===== src/rtl/clock_set_ctrl.sv =====
// Time-set controller: steps IDLE -> hours -> minutes -> seconds -> one-cycle load, editing a BCD preset buffer.
// Optional feature: define AUTO_REPEAT_EN to let a held inc_btn keep incrementing the active field.
module clock_set_ctrl #(
  parameter int unsigned REPEAT_DELAY  = 100,
  parameter int unsigned REPEAT_PERIOD = 20
) (
  input  logic       clk,
  input  logic       rst_n,
  input  logic       mode_btn,
  input  logic       inc_btn,
  input  logic [3:0] cur_sec_o,
  input  logic [3:0] cur_sec_t,
  input  logic [3:0] cur_min_o,
  input  logic [3:0] cur_min_t,
  input  logic [3:0] cur_hr_o,
  input  logic [3:0] cur_hr_t,
  output logic [3:0] set_sec_o,
  output logic [3:0] set_sec_t,
  output logic [3:0] set_min_o,
  output logic [3:0] set_min_t,
  output logic [3:0] set_hr_o,
  output logic [3:0] set_hr_t,
  output logic       time_ow,
  output logic       editing,
  output logic [1:0] field
);

  typedef enum logic [2:0] {
    ST_IDLE     = 3'd0,
    ST_EDIT_HR  = 3'd1,
    ST_EDIT_MIN = 3'd2,
    ST_EDIT_SEC = 3'd3,
    ST_LOAD     = 3'd4
  } state_t;

  // Out-of-range or non-BCD values (e.g. a captured 29) wrap straight to 00.
  function automatic logic [7:0] bcd_inc(input logic [3:0] tens, input logic [3:0] ones,
                                         input logic [7:0] max_val);
    logic [7:0] v;
    v = ({4'd0, tens} * 8'd10) + {4'd0, ones};
    if ((ones > 4'd9) || (v >= max_val)) begin
      bcd_inc = 8'h00;
    end else if (ones == 4'd9) begin
      bcd_inc = {tens + 4'd1, 4'd0};
    end else begin
      bcd_inc = {tens, ones + 4'd1};
    end
  endfunction

  function automatic logic [1:0] field_of(input state_t st);
    case (st)
      ST_EDIT_HR:  field_of = 2'd1;
      ST_EDIT_MIN: field_of = 2'd2;
      ST_EDIT_SEC: field_of = 2'd3;
      default:     field_of = 2'd0;
    endcase
  endfunction

  state_t     r_state;
  state_t     w_next;
  logic       r_mode_prev;
  logic       r_inc_prev;
  logic [7:0] r_hr;
  logic [7:0] r_min;
  logic [7:0] r_sec;
  logic [7:0] w_hr_nxt;
  logic [7:0] w_min_nxt;
  logic [7:0] w_sec_nxt;
  logic       r_time_ow;
  logic       r_editing;
  logic [1:0] r_field;
  logic       w_mode_edge;
  logic       w_inc_edge;
  logic       w_edit_st;
  logic       w_rep_fire;
  logic       w_do_inc;

  assign w_mode_edge = mode_btn & ~r_mode_prev;
  assign w_inc_edge  = inc_btn & ~r_inc_prev;
  assign w_edit_st   = (r_state == ST_EDIT_HR) | (r_state == ST_EDIT_MIN) | (r_state == ST_EDIT_SEC);
  // A mode edge always wins over any increment source in the same cycle.
  assign w_do_inc    = w_edit_st & ~w_mode_edge & (w_inc_edge | w_rep_fire);

`ifdef AUTO_REPEAT_EN
  localparam int unsigned CNT_MAX = (REPEAT_DELAY > REPEAT_PERIOD) ? REPEAT_DELAY : REPEAT_PERIOD;
  localparam int CW = $clog2(CNT_MAX + 1);

  logic          r_rep_act;
  logic [CW-1:0] r_rep_cnt;

  assign w_rep_fire = r_rep_act & inc_btn & (r_rep_cnt == {CW{1'b0}});

  // Down-counter to the next repeat; reloads with the period after each fire.
  always_ff @(posedge clk) begin
    if (!rst_n) begin
      r_rep_act <= 1'b0;
      r_rep_cnt <= {CW{1'b0}};
    end else if (!inc_btn || (w_next != r_state)) begin
      r_rep_act <= 1'b0;
      r_rep_cnt <= {CW{1'b0}};
    end else if (w_inc_edge && w_edit_st) begin
      r_rep_act <= 1'b1;
      r_rep_cnt <= CW'(REPEAT_DELAY - 32'd1);
    end else if (w_rep_fire) begin
      r_rep_cnt <= CW'(REPEAT_PERIOD - 32'd1);
    end else if (r_rep_act) begin
      r_rep_cnt <= r_rep_cnt - {{(CW-1){1'b0}}, 1'b1};
    end else begin
      r_rep_cnt <= r_rep_cnt;
    end
  end
`else
  logic w_unused_params;
  assign w_unused_params = ^{REPEAT_DELAY, REPEAT_PERIOD};
  assign w_rep_fire      = 1'b0;
`endif

  // Next-state decode.
  always_comb begin
    w_next = r_state;
    case (r_state)
      ST_IDLE:     if (w_mode_edge) w_next = ST_EDIT_HR;  else w_next = ST_IDLE;
      ST_EDIT_HR:  if (w_mode_edge) w_next = ST_EDIT_MIN; else w_next = ST_EDIT_HR;
      ST_EDIT_MIN: if (w_mode_edge) w_next = ST_EDIT_SEC; else w_next = ST_EDIT_MIN;
      ST_EDIT_SEC: if (w_mode_edge) w_next = ST_LOAD;     else w_next = ST_EDIT_SEC;
      ST_LOAD:     w_next = ST_IDLE;
      default:     w_next = ST_IDLE;
    endcase
  end

  // Edit buffer: tracks live time in IDLE, increments the active field while editing.
  always_comb begin
    w_hr_nxt  = r_hr;
    w_min_nxt = r_min;
    w_sec_nxt = r_sec;
    if (r_state == ST_IDLE) begin
      w_hr_nxt  = {cur_hr_t, cur_hr_o};
      w_min_nxt = {cur_min_t, cur_min_o};
      w_sec_nxt = {cur_sec_t, cur_sec_o};
    end else if (w_do_inc) begin
      case (r_state)
        ST_EDIT_HR:  w_hr_nxt  = bcd_inc(r_hr[7:4], r_hr[3:0], 8'd23);
        ST_EDIT_MIN: w_min_nxt = bcd_inc(r_min[7:4], r_min[3:0], 8'd59);
        ST_EDIT_SEC: w_sec_nxt = bcd_inc(r_sec[7:4], r_sec[3:0], 8'd59);
        default:     w_hr_nxt  = r_hr;
      endcase
    end else begin
      w_hr_nxt  = r_hr;
      w_min_nxt = r_min;
      w_sec_nxt = r_sec;
    end
  end

  // State, button history, buffer and registered status outputs.
  always_ff @(posedge clk) begin
    if (!rst_n) begin
      r_state     <= ST_IDLE;
      r_mode_prev <= 1'b1;
      r_inc_prev  <= 1'b1;
      r_hr        <= 8'h00;
      r_min       <= 8'h00;
      r_sec       <= 8'h00;
      r_time_ow   <= 1'b0;
      r_editing   <= 1'b0;
      r_field     <= 2'd0;
    end else begin
      r_state     <= w_next;
      r_mode_prev <= mode_btn;
      r_inc_prev  <= inc_btn;
      r_hr        <= w_hr_nxt;
      r_min       <= w_min_nxt;
      r_sec       <= w_sec_nxt;
      r_time_ow   <= (w_next == ST_LOAD);
      r_editing   <= (field_of(w_next) != 2'd0);
      r_field     <= field_of(w_next);
    end
  end

  assign set_hr_t  = r_hr[7:4];
  assign set_hr_o  = r_hr[3:0];
  assign set_min_t = r_min[7:4];
  assign set_min_o = r_min[3:0];
  assign set_sec_t = r_sec[7:4];
  assign set_sec_o = r_sec[3:0];
  assign time_ow   = r_time_ow;
  assign editing   = r_editing;
  assign field     = r_field;

endmodule


===== config.mk =====
export PLATFORM = sky130hd
export DESIGN_NAME = clock_set_ctrl
export DESIGN_NICKNAME = d
export VERILOG_FILES = /design/src/rtl/clock_set_ctrl.sv
export SDC_FILE = /design/constraint.sdc
export NUM_CORES = 1
export LEC_CHECK = 0
export CORE_UTILIZATION = 52
export CTS_BUF_LIST = sky130_fd_sc_hd__clkbuf_8 sky130_fd_sc_hd__clkbuf_16
export DETAILED_ROUTE_END_ITERATION = 10
export GPL_TIMING_DRIVEN = 0
export PLACE_DENSITY = 0.92
export SLEW_MARGIN = 0
export SYNTH_ARGS = -nofsm -noshare
export SYNTH_HDL_FRONTEND = slang
export SYNTH_SLANG_ARGS = --single-unit

===== constraint.sdc =====
create_clock -name clk -period 4.47 [get_ports clk]
set_clock_uncertainty 0.2 [all_clocks]
set_input_delay 0.894 -clock clk [delete_from_list [all_inputs] [get_ports clk]]
set_output_delay 0.894 -clock clk [all_outputs]
set_load 0.005 [all_outputs]

==> results_dict.tcl <==
set metrics [dict create \
    status "completed" \
    path_depth 9 \
    wl_per_cell_um 16.0 \
    path_buf_inv 0 \
    dr.first_iter.drc_count 184 \
    max_clock_freq_ghz 0.287 \
    clock_sinks 33 \
    min_period_ps 3490 \
    syn_to_final_growth_pct 26.8 \
    clk_latency_ps 300 \
    postCtsResizedCells 0 \
    max_stage_delay_ps 540 \
    drtAntennaViolNets 0 \
    seq_power_share_pct 38.8 \
    cts_setup_buffers 0 \
    whs_path_depth 2 \
    grt_overflow 0 \
    synth_seq_cells 33 \
    tightest_slew_ps 974 \
    seq_area_frac_synth_pct 24.4 \
    gp_congestion 0.876 \
    syn_nets 386 \
    cts_buffer_depth 2 \
    die_area_um2 5510 \
    grt_pass1_vias 2641 \
    endpoint_kind "register" \
    yosysUniqueCellTypes 71 \
    power_density_nw_per_um2 279 \
    pwr-share-comb_pct 36.8 \
    initial_core_util_pct 55.6 \
    antenna_cells 0 \
    syn_inst 328 \
    leakagePower_uw 0.00143 \
    syn_area_um2 2710 \
    max_slew_margin_pct 34.7 \
    placed_cells 450 \
    antenna_found_initial 0 \
    post-route-period-util_pct 78.0 \
    fin_setup_tns_ps 0 \
    crit_path_max_fanout 8 \
    die_y_um 74.2 \
    synth_edf_count 0 \
    numCtsBuffers 5 \
    p_sw_share_pct 36.4 \
    coreArea_um2 4880 \
    peakVddDrop_v 0.000191 \
    htree_levels 2 \
    pwr-share-clk_pct 24.3 \
    drv_slew 0 \
    setup_violations 0 \
    grt_max_degree 13 \
    critPathTopFamily "compound AO/OA/AOI/OAI gates" \
    drc 0 \
    final_nets 448 \
    fp-row-count 25 \
    path_class "reg2reg" \
    io_pins 56 \
    cts_tree "done" \
    layout.cells.non_filler 458 \
    drv_cap 0 \
    cp_data_required_time_ps 4460 \
    cp.arrival_ps 3480 \
    path_clk_slew_ps 70 \
    cts.root.buffer_cell "clkbuf_8" \
    slowest_stage "dfxtp_1" \
    hp-class "reg2reg" \
    path_cells "ha_1 -> ha_1 -> fa_1 -> nand2_1 -> a21o_1 -> a21o_1 -> a221o_1 -> o311a_1 -> o221a_2" \
    drive_gt1_share_pct 6.39 \
    die_w_um 74.2 \
    yosysWarningCount 0 \
    ys_async_sr_fraction_pct 0 \
    hpwl_mm 5.37 \
    wl_mm 7.32 \
    vias 2835 \
    viasPerCell 6.19 \
    cts_hold_buf 0 \
    grt_pass1_wl_mm 12.0 \
    finalHoldViolCount 0 \
    intPower_uw 610 \
    crit_path_start_kind "register" \
    grt_util_all_layers_pct 28.4 \
    rr_worst_depth 9 \
    synth_flop_cell "dfxtp_1" \
    drt_first_pass_iters 4 \
    avgSynthCellArea_um2 8.27 \
    p_switching_uw 350 \
    rsz0062_at_grt "false" \
    io_buffers 55 \
]
[worst reg2reg max path: stages (launching register included)]
cell and delay [ps]:
dfxtp_1 540, ha_1 320, ha_1 200, fa_1 540, nand2_1 90, a21o_1 170
a21o_1 180, a221o_1 390, o311a_1 460, o221a_2 290
[cells in the final DEF (no fill, tap or decap), types with 3 or more instances in the layout]
cell	instances
a211oi_1	3
a21oi_1	24
buf_2	3
o211a_1	4
a31oi_1	7
a211o_1	6
clkbuf_1	9
fa_1	6
or3_1	3
o221a_2	3
nor2_1	17
nand2b_1	9
a22oi_1	7
clkbuf_8	5
o21ai_0	17
a21o_1	5
and3_1	3
nand3_1	12
inv_1	17
clkdlybuf4s50_1	55
mux2i_1	3
nor3_1	7
dfxtp_1	33
xnor2_1	7
nor2b_1	3
clkinvlp_4	3
nand2_1	33
ha_1	24
a21boi_0	3
xor2_1	4
[area by class of cell]
| type | count | area [µm²] |
|---|---|---|
| Sequential cell | 33 | 661 |
| Clock buffer | 5 | 68.8 |
| Inverter | 17 | 63.8 |
| Clock inverter | 3 | 22.5 |
| Timing Repair Buffer | 55 | 551 |
| Fill cell | 388 | 1440 |
| Multi-Input combinational cell | 265 | 1940 |
| Tap cell | 67 | 83.8 |
| Buffer | 13 | 52.6 |
[synth_stat cells, types with 4 or more instances]
| master | n | area, µm² |
|---|---|---|
| xnor2_1 | 7 | 61.3 |
| o211a_1 | 4 | 40.0 |
| inv_1 | 17 | 63.8 |
| a211o_1 | 6 | 52.6 |
| xor2_1 | 4 | 35.0 |
| clkbuf_1 | 9 | 33.8 |
| ha_1 | 24 | 300 |
| dfxtp_1 | 33 | 661 |
| fa_1 | 6 | 120 |
| nand3_1 | 12 | 60.1 |
| o21ai_0 | 17 | 85.1 |
| nor3_1 | 7 | 35.0 |
| nand2b_1 | 9 | 56.3 |
| a22oi_1 | 7 | 52.6 |
| a21o_1 | 5 | 37.5 |
| a21oi_1 | 24 | 120 |
| nor2_1 | 17 | 63.8 |
| nand2_1 | 33 | 124 |
| a31oi_1 | 7 | 43.8 |
[stage by stage]
stage	cell area, µm²	power (µW)	utilization, %	setup slack [ps]	hold WS, ps
floorplan	2710	591	-	1270	329
global placement	3350	707	68.6	1130	363
detailed placement	3350	726	68.6	1030	369
CTS	3440	954	70.5	1010	384
global route	3440	1020	70.5	861	415
finish	3440	959	70.5	984	388
[metal layers]
| metal | track usage (%) | wire (µm) | part of all wire (%) |
|---|---|---|---|
| met5 | 0 | 0 | 0 |
| met4 | 9.22 | 103 | 1.4 |
| met3 | 6.50 | 525 | 7.2 |
| met2 | 46.6 | 3520 | 48 |
| met1 | 37.1 | 3170 | 43 |
[power by group through the flow]
| stage | sequential [µW] | clock [µW] | combinational, µW |
|---|---|---|---|
| finish | 372 | 233 | 353 |
| detailed placement | 377 | 0 | 349 |
| global route | 378 | 252 | 391 |
| floorplan | 366 | 0 | 225 |
| CTS | 371 | 232 | 351 |
| global placement | 375 | 0 | 332 |
[cell families after synthesis]
family / count (synthesis) / synth area share [%]
and+or+nand+nor: 107 / 20.4
muxes: 4 / 1.52
xor gates and xnor gates: 11 / 3.55
AOI/OAI and AO/OA: 113 / 30.4
adders and majority gates: 30 / 15.5
buffers and inverters: 30 / 4.29
DFF: 33 / 24.4
[registers in the layout, indices dropped and copies added (netlist names)]
register     cells
r_mode_prev      1
r_sec            8
r_inc_prev       1
editing          1
r_state          3
time_ow          1
r_hr             8
field            2
r_min            8
[worst paths after layout]
check,start,endpoint,slack (ps)
min reg2reg,r_mode_prev,r_state[2],390
max,r_min[7],r_min[4],980
min,r_mode_prev,r_state[2],390
max reg2reg,r_min[7],r_min[4],980
Power figures use the tool's default switching activity.
